## src/rtl/aes_pkg.sv

```systemverilog
// Shared AES definitions: block width, arbiter state encoding, ID-width helper.
// Latency: n/a (types and constants only).
// Backpressure: n/a.
package aes_pkg;

    localparam int AES_BLK_W = 128;

    typedef enum logic [1:0] {
        IDLE  = 2'd0,
        ISSUE = 2'd1,
        WAIT  = 2'd2,
        RESP  = 2'd3
    } arb_state_e;

    // Width of an index into n requesters; never below 1 bit.
    function automatic int id_width(input int n);
        return (n <= 2) ? 1 : $clog2(n);
    endfunction

endpackage

```

## src/rtl/aes_rr_pick.sv

```systemverilog
// Combinational round-robin picker: first set request after last_in, wrapping.
// Latency: 0 cycles (pure combinational).
// Backpressure: none; the caller gates the grant with its own readiness.
// Ports: req_in (request vector), last_in (index served last),
//        gnt_out (one-hot or zero), idx_out (encoded grant), any_out (some request set).
module aes_rr_pick
    import aes_pkg::*;
#(
    parameter int N    = 4,
    parameter int ID_W = id_width(N)
) (
    input  logic [N-1:0]    req_in,
    input  logic [ID_W-1:0] last_in,
    output logic [N-1:0]    gnt_out,
    output logic [ID_W-1:0] idx_out,
    output logic            any_out
);

    logic found;

    // Two passes: indices above last_in first, then wrap to the ones at or below it.
    // This gives the requester just served the lowest priority.
    always_comb begin
        gnt_out = '0;
        idx_out = '0;
        found   = 1'b0;
        for (int i = 0; i < N; i++) begin
            if (!found && req_in[i] && (i > int'(last_in))) begin
                found      = 1'b1;
                gnt_out[i] = 1'b1;
                idx_out    = ID_W'(i);
            end
        end
        for (int i = 0; i < N; i++) begin
            if (!found && req_in[i] && (i <= int'(last_in))) begin
                found      = 1'b1;
                gnt_out[i] = 1'b1;
                idx_out    = ID_W'(i);
            end
        end
        any_out = found;
    end

endmodule

```

## src/rtl/aes_core_arbiter.sv

```systemverilog
// Shares one AES-128 core among NUM_REQ requesters, round-robin, one block in flight.
// Latency: handshake edge to rsp_valid_out is 2 + core latency cycles.
// Backpressure: req_ready_out only in IDLE; response held in RESP until rsp_ready_in.
// Ports: req_* per-requester block input, core_* start/done interface to the AES core,
//        rsp_* shared tagged response channel, busy_out high outside IDLE.
// Optional: define AES_ARB_TIMEOUT_EN for a core-done watchdog (TIMEOUT_CYCLES),
//           which reports an error response with zero data on expiry.
module aes_core_arbiter
    import aes_pkg::*;
#(
    parameter int NUM_REQ        = 4,
    parameter int ID_W           = id_width(NUM_REQ),
    parameter int TIMEOUT_CYCLES = 64
) (
    input  logic                         aes_clk_in,
    input  logic                         aes_rst_n_in,
    input  logic [NUM_REQ-1:0]           req_valid_in,
    output logic [NUM_REQ-1:0]           req_ready_out,
    input  logic [NUM_REQ*AES_BLK_W-1:0] req_data_in,
    output logic                         core_start_out,
    output logic [AES_BLK_W-1:0]         core_data_out,
    input  logic                         core_done_in,
    input  logic [AES_BLK_W-1:0]         core_data_in,
    output logic                         rsp_valid_out,
    input  logic                         rsp_ready_in,
    output logic [ID_W-1:0]              rsp_id_out,
    output logic [AES_BLK_W-1:0]         rsp_data_out,
    output logic                         rsp_err_out,
    output logic                         busy_out
);

    arb_state_e             state_q, state_d;
    logic [ID_W-1:0]        last_grant_q, last_grant_d;
    logic                   core_start_q, core_start_d;
    logic [AES_BLK_W-1:0]   core_data_q, core_data_d;
    logic                   rsp_valid_q, rsp_valid_d;
    logic [ID_W-1:0]        rsp_id_q, rsp_id_d;
    logic [AES_BLK_W-1:0]   rsp_data_q, rsp_data_d;
    logic                   busy_q, busy_d;

    logic [NUM_REQ-1:0]     pick_gnt;
    logic [ID_W-1:0]        pick_idx;
    logic                   pick_any;

`ifdef AES_ARB_TIMEOUT_EN
    localparam int TMO_W = $clog2(TIMEOUT_CYCLES + 1);
    localparam logic [TMO_W-1:0] TMO_LAST = TMO_W'(TIMEOUT_CYCLES - 1);
    logic [TMO_W-1:0]       tmo_cnt_q, tmo_cnt_d;
    logic                   rsp_err_q, rsp_err_d;
`endif

    aes_rr_pick #(
        .N    (NUM_REQ),
        .ID_W (ID_W)
    ) u_pick (
        .req_in  (req_valid_in),
        .last_in (last_grant_q),
        .gnt_out (pick_gnt),
        .idx_out (pick_idx),
        .any_out (pick_any)
    );

    // Grant is offered only in IDLE, so a handshake is simply "IDLE and someone valid".
    assign req_ready_out = (state_q == IDLE) ? pick_gnt : '0;

    always_comb begin
        state_d      = state_q;
        last_grant_d = last_grant_q;
        core_start_d = 1'b0;
        core_data_d  = core_data_q;
        rsp_valid_d  = rsp_valid_q;
        rsp_id_d     = rsp_id_q;
        rsp_data_d   = rsp_data_q;
`ifdef AES_ARB_TIMEOUT_EN
        tmo_cnt_d    = tmo_cnt_q;
        rsp_err_d    = rsp_err_q;
`endif
        case (state_q)
            IDLE: begin
                if (pick_any) begin
                    core_data_d  = req_data_in[int'(pick_idx)*AES_BLK_W +: AES_BLK_W];
                    rsp_id_d     = pick_idx;
                    // Registered so the pulse coincides exactly with the ISSUE cycle.
                    core_start_d = 1'b1;
                    state_d      = ISSUE;
                end
            end
            ISSUE: begin
                state_d = WAIT;
`ifdef AES_ARB_TIMEOUT_EN
                tmo_cnt_d = '0;
`endif
            end
            WAIT: begin
                // done is checked first so that done on the expiry edge wins.
                if (core_done_in) begin
                    rsp_data_d  = core_data_in;
                    rsp_valid_d = 1'b1;
                    state_d     = RESP;
`ifdef AES_ARB_TIMEOUT_EN
                    rsp_err_d   = 1'b0;
                end else if (tmo_cnt_q == TMO_LAST) begin
                    rsp_data_d  = '0;
                    rsp_valid_d = 1'b1;
                    rsp_err_d   = 1'b1;
                    state_d     = RESP;
                end else begin
                    tmo_cnt_d   = tmo_cnt_q + 1'b1;
`endif
                end
            end
            RESP: begin
                if (rsp_ready_in) begin
                    rsp_valid_d  = 1'b0;
                    last_grant_d = rsp_id_q;
                    state_d      = IDLE;
                end
            end
            default: state_d = IDLE;
        endcase
        busy_d = (state_d != IDLE);
    end

    always_ff @(posedge aes_clk_in or negedge aes_rst_n_in) begin
        if (!aes_rst_n_in) begin
            state_q      <= IDLE;
            last_grant_q <= ID_W'(NUM_REQ - 1);
            core_start_q <= 1'b0;
            core_data_q  <= '0;
            rsp_valid_q  <= 1'b0;
            rsp_id_q     <= '0;
            rsp_data_q   <= '0;
            busy_q       <= 1'b0;
`ifdef AES_ARB_TIMEOUT_EN
            tmo_cnt_q    <= '0;
            rsp_err_q    <= 1'b0;
`endif
        end else begin
            state_q      <= state_d;
            last_grant_q <= last_grant_d;
            core_start_q <= core_start_d;
            core_data_q  <= core_data_d;
            rsp_valid_q  <= rsp_valid_d;
            rsp_id_q     <= rsp_id_d;
            rsp_data_q   <= rsp_data_d;
            busy_q       <= busy_d;
`ifdef AES_ARB_TIMEOUT_EN
            tmo_cnt_q    <= tmo_cnt_d;
            rsp_err_q    <= rsp_err_d;
`endif
        end
    end

    assign core_start_out = core_start_q;
    assign core_data_out  = core_data_q;
    assign rsp_valid_out  = rsp_valid_q;
    assign rsp_id_out     = rsp_id_q;
    assign rsp_data_out   = rsp_data_q;
    assign busy_out       = busy_q;
`ifdef AES_ARB_TIMEOUT_EN
    assign rsp_err_out    = rsp_err_q;
`else
    assign rsp_err_out    = 1'b0;
`endif

endmodule

```

## config.mk

```make
export PLATFORM = sky130hd
export DESIGN_NAME = aes_core_arbiter
export DESIGN_NICKNAME = d
export VERILOG_FILES = /design/src/rtl/aes_pkg.sv /design/src/rtl/aes_rr_pick.sv /design/src/rtl/aes_core_arbiter.sv
export SDC_FILE = /design/constraint.sdc
export NUM_CORES = 1
export LEC_CHECK = 0
export BUFFER_PORTS_ARGS = -buffer_cell sky130_fd_sc_hd__buf_2
export CORE_AREA = 4 4 357 359
export CTS_BUF_LIST = sky130_fd_sc_hd__clkbuf_16
export CTS_CLUSTER_SIZE = 28
export DETAILED_ROUTE_END_ITERATION = 6
export DIE_AREA = 0 0 361 363
export HOLD_SLACK_MARGIN = 0.12
export PLACE_DENSITY = 0.32
export SYNTH_ARGS = -nofsm -noshare
export SYNTH_HDL_FRONTEND = slang
export SYNTH_HIERARCHICAL = 1
export SYNTH_SLANG_ARGS = --single-unit
```

## constraint.sdc

```tcl
create_clock -name aes_clk_in -period 5.6 [get_ports aes_clk_in]
set_clock_uncertainty 0.1 [all_clocks]
set_input_delay 0.28 -clock aes_clk_in [delete_from_list [all_inputs] [get_ports aes_clk_in]]
set_output_delay 0.28 -clock aes_clk_in [all_outputs]
set_load 0.05 [all_outputs]
```

==> impl_metrics.csv <==
group,metric,value,unit
setup_path,start_kind,"register",
setup_path,reg2reg_depth,7,
yosys,ys_ff_latch,265,
clock_network,clk_latency,0.60,ns
yosys,ys_top_cells_by_count,"dfrtp_1 (263), mux2i_1 (256), nand2_1 (134)",
floorplan,die_w,361,µm
floorplan,die_h,363,µm
sta,slew_headroom,0.255,
yosys,synth_nets,1702,
route,vias,14800,
final_layout,final_nets,3101,
clock_network,cts_sinks,265,
yosys,synth_edf_count,0,
yosys,yosysSeqAreaShare,0.481,
clock_network,cts_tree,"yes",
global_route,grt_remaining_overflow,0,
yosys,syn_inst,1054,
sta,drv_slew,0,
clock_network,htree_levels,2,
placed_design,post_dp_cell_area,20100,µm²
clock_network,cts_buffers,40,
route,viasPerCell,3.56,
route,dr.pass1.iters,5,
setup_path,required,6.01,ns
sta,finalHoldViolCount,0,
floorplan,boundaryPins,914,
final_layout,syn_to_final_growth,93.6,%
yosys,synthFlopType,"dfrtp_1",
setup_path,path_max_fanout,75,
placed_design,hpwl,64300,µm
yosys,synth_top_area_share,0.477,
flow_run,maxCapViolCount,0,
route,drcViolationCount,0,
yosys,syn_area_per_cell,13.1,µm²
global_route,grt_pass1_wl,115000,µm
setup_path,cp.arrival,4.68,ns
placed_design,io_buffers,912,
floorplan,core_area,124000,µm²
power,vdd_drop_max,0.387,mV
final_layout,final_layout_size_suffix_gt1_frac,0.497,
clock_network,cts_resized,0,
yosys,ys_warn_count,6,
route,drtIter0Drc,612,
floorplan,placementRows,129,
route,wl,81600,µm
global_route,grt_max_degree,131,
global_route,grt_pass1_vias,16700,
setup_path,crit_chain,"and2b_4 > a21oi_1 > o221ai_1 > nand3b_1 > buf_12 > o221ai_1 > dlygate4sd3_1",
floorplan,start_util,0.111,
worst_hold_path,min_path_type,"primary input to asynchronous set/reset pin",
setup_path,max_stage_delay,1.01,ns
clock_network,clk_pin_slew,0.06,ns
final_layout,design_area,26700,µm²
route,drt-wirelength-per-cell,19.7,µm
global_route,antenna_found_initial,55,
clock_network,hold_buffers,516,
yosys,synth.distinct_cells,37,
setup_path,cp.buffers_inverters,2,
yosys,async_flop_share,1.00,
clock_network,postCtsSetupRepairBufs,0,
sta,fmax,234,MHz
setup_path,path_delay_family,"simple AND/OR/NAND/NOR gates",
route,ant_nets,0,
yosys,synthTopCellsByArea,"dfrtp_1 (48%), mux2i_1 (19%), o221ai_2 (12%), mux2_2 (11%), nand2_1 (3.6%)",
sta,grt_setup_unrepaired,"false",
setup_path,reg2reg_from,"last_grant_q[1]$_DFFE_PN1P_",
power,p_per_area,584,nW/µm²
sta,tightest_slew,1.11,ns
status,status,"finished clean",
global_route,grt_usage,0.118,
setup_path,crit_start,"last_grant_q[1]$_DFFE_PN1P_",
setup_path,path_class,"register to register",
sta,min_period_over_period,0.762,
setup_path,rrSetupSlack,1.34,ns
yosys,synth_top_area_cell,"dfrtp_1",
setup_path,endpoint_kind,"register",
yosys,syn-cell-area,13800,µm²
sta,fin_crit,4.26,ns
floorplan,die_area,131000,µm²
power,p_leak,12.7,nW
clock_network,cts_root_buf,"clkbuf_16",
clock_network,cts_max_path_buffers,3,
setup_path,rr_endpoint,"core_data_out[116]$_DFFE_PN0P_",
setup_path,crit_path_frequent_cell,"o221ai_1",
placed_design,finalWeightedCongestion,0.832,
setup_path,worst_path_max_delay_cell,"nand3b_1",
sta,finalSetupViolations,0,
yosys,synth_most_common_cell,"dfrtp_1",
sta,fin_setup_tns,0,ns
## stage by stage
stage	utilization	hold slack (ns)	total power, mW	std cells	worst slack [ns]
finish	0.216	0.196	15.6	4149	1.34
global route	0.215	0.228	16.5	4134	1.19
CTS	0.215	0.163	15.8	4122	1.36
detailed placement	0.163	0.273	11.8	3532	1.54
global placement	0.163	0.266	11.7	3532	1.68
floorplan	-	-0.116	9.44	1054	3.31
## sequential cells by signal (all words and copies together), names as in the netlist
signal,count
busy_out,1
core_data_out,128
core_start_out,1
last_grant_q,2
rsp_data_out,128
rsp_id_out,2
rsp_valid_out,1
state_q,2
## layout by cell type, fill, tap and decap left out, types with 8 or more instances in the layout
master         synthesis  final
buf_2                 23    911
buf_4                  3     14
clkbuf_16              0     40
clkinv_1               0      8
dfrtp_1              263    263
diode_2                0     27
dlygate4sd3_1          0    516
inv_1                  3     13
mux2_2               131    131
mux2i_1              256    256
nand2_1              134    134
o221ai_1              21     21
o221ai_2             108    108
## layout make-up
class | instances | area, µm²
Sequential cell | 265 | 6630
Timing Repair Buffer | 1448 | 9960
Fill cell | 13700 | 97100
Inverter | 4 | 16.3
Antenna cell | 27 | 67.6
Clock inverter | 34 | 314
Multi-Input combinational cell | 694 | 6650
Tap cell | 1637 | 2050
Clock buffer | 40 | 1000
## power by group
group | total (mW) | internal [mW] | switching (mW)
clock network | 2.53 | 1.46 | 1.07
registers | 3.43 | 2.88 | 0.546
logic | 9.63 | 3.54 | 6.09
total | 15.6 | 7.88 | 7.70
## metal layers
layer / vias to the layer above / part of all wire / GRT usage
li1: 6802 / - / -
met1: 7189 / 0.39 / 0.136
met2: 647 / 0.49 / 0.206
met3: 125 / 0.086 / 0.0437
met4: 10 / 0.030 / 0.0347
met5: - / 0.00075 / 0.00535
## worst reg2reg max path, cell delays in order, from the launching register on
cell,delay (ns)
dfstp_2,0.66
and2b_4,0.23
a21oi_1,0.11
o221ai_1,0.43
nand3b_1,1.01
buf_12,0.55
o221ai_1,0.50
dlygate4sd3_1,0.59
## cell families (layout without fill, tap and decap cells)
family,Yosys count,after routing,synth area share
other,1,28,0.000272
buffers and inverters,95,1526,0.0381
DFF,265,265,0.481
AOI/OAI and AO/OA,149,149,0.141
muxes,387,387,0.293
and+or+nand+nor,157,157,0.0467
## how the worst max path moves through the flow
| stage | endpoint | slack (ns) | depth (start not counted) |
|---|---|---|---|
| CTS | core_data_out[116]$_DFFE_PN0P_ | 1.36 | 7 |
| global placement | core_data_out[107]$_DFFE_PN0P_ | 1.68 | 8 |
| global route | core_data_out[116]$_DFFE_PN0P_ | 1.19 | 7 |
| finish | core_data_out[116]$_DFFE_PN0P_ | 1.34 | 7 |
| floorplan | core_data_out[75]$_DFFE_PN0P_ | 3.31 | 8 |
| detailed placement | core_data_out[103]$_DFFE_PN0P_ | 1.54 | 8 |
Note: power is estimated with default switching activity, not from simulation.
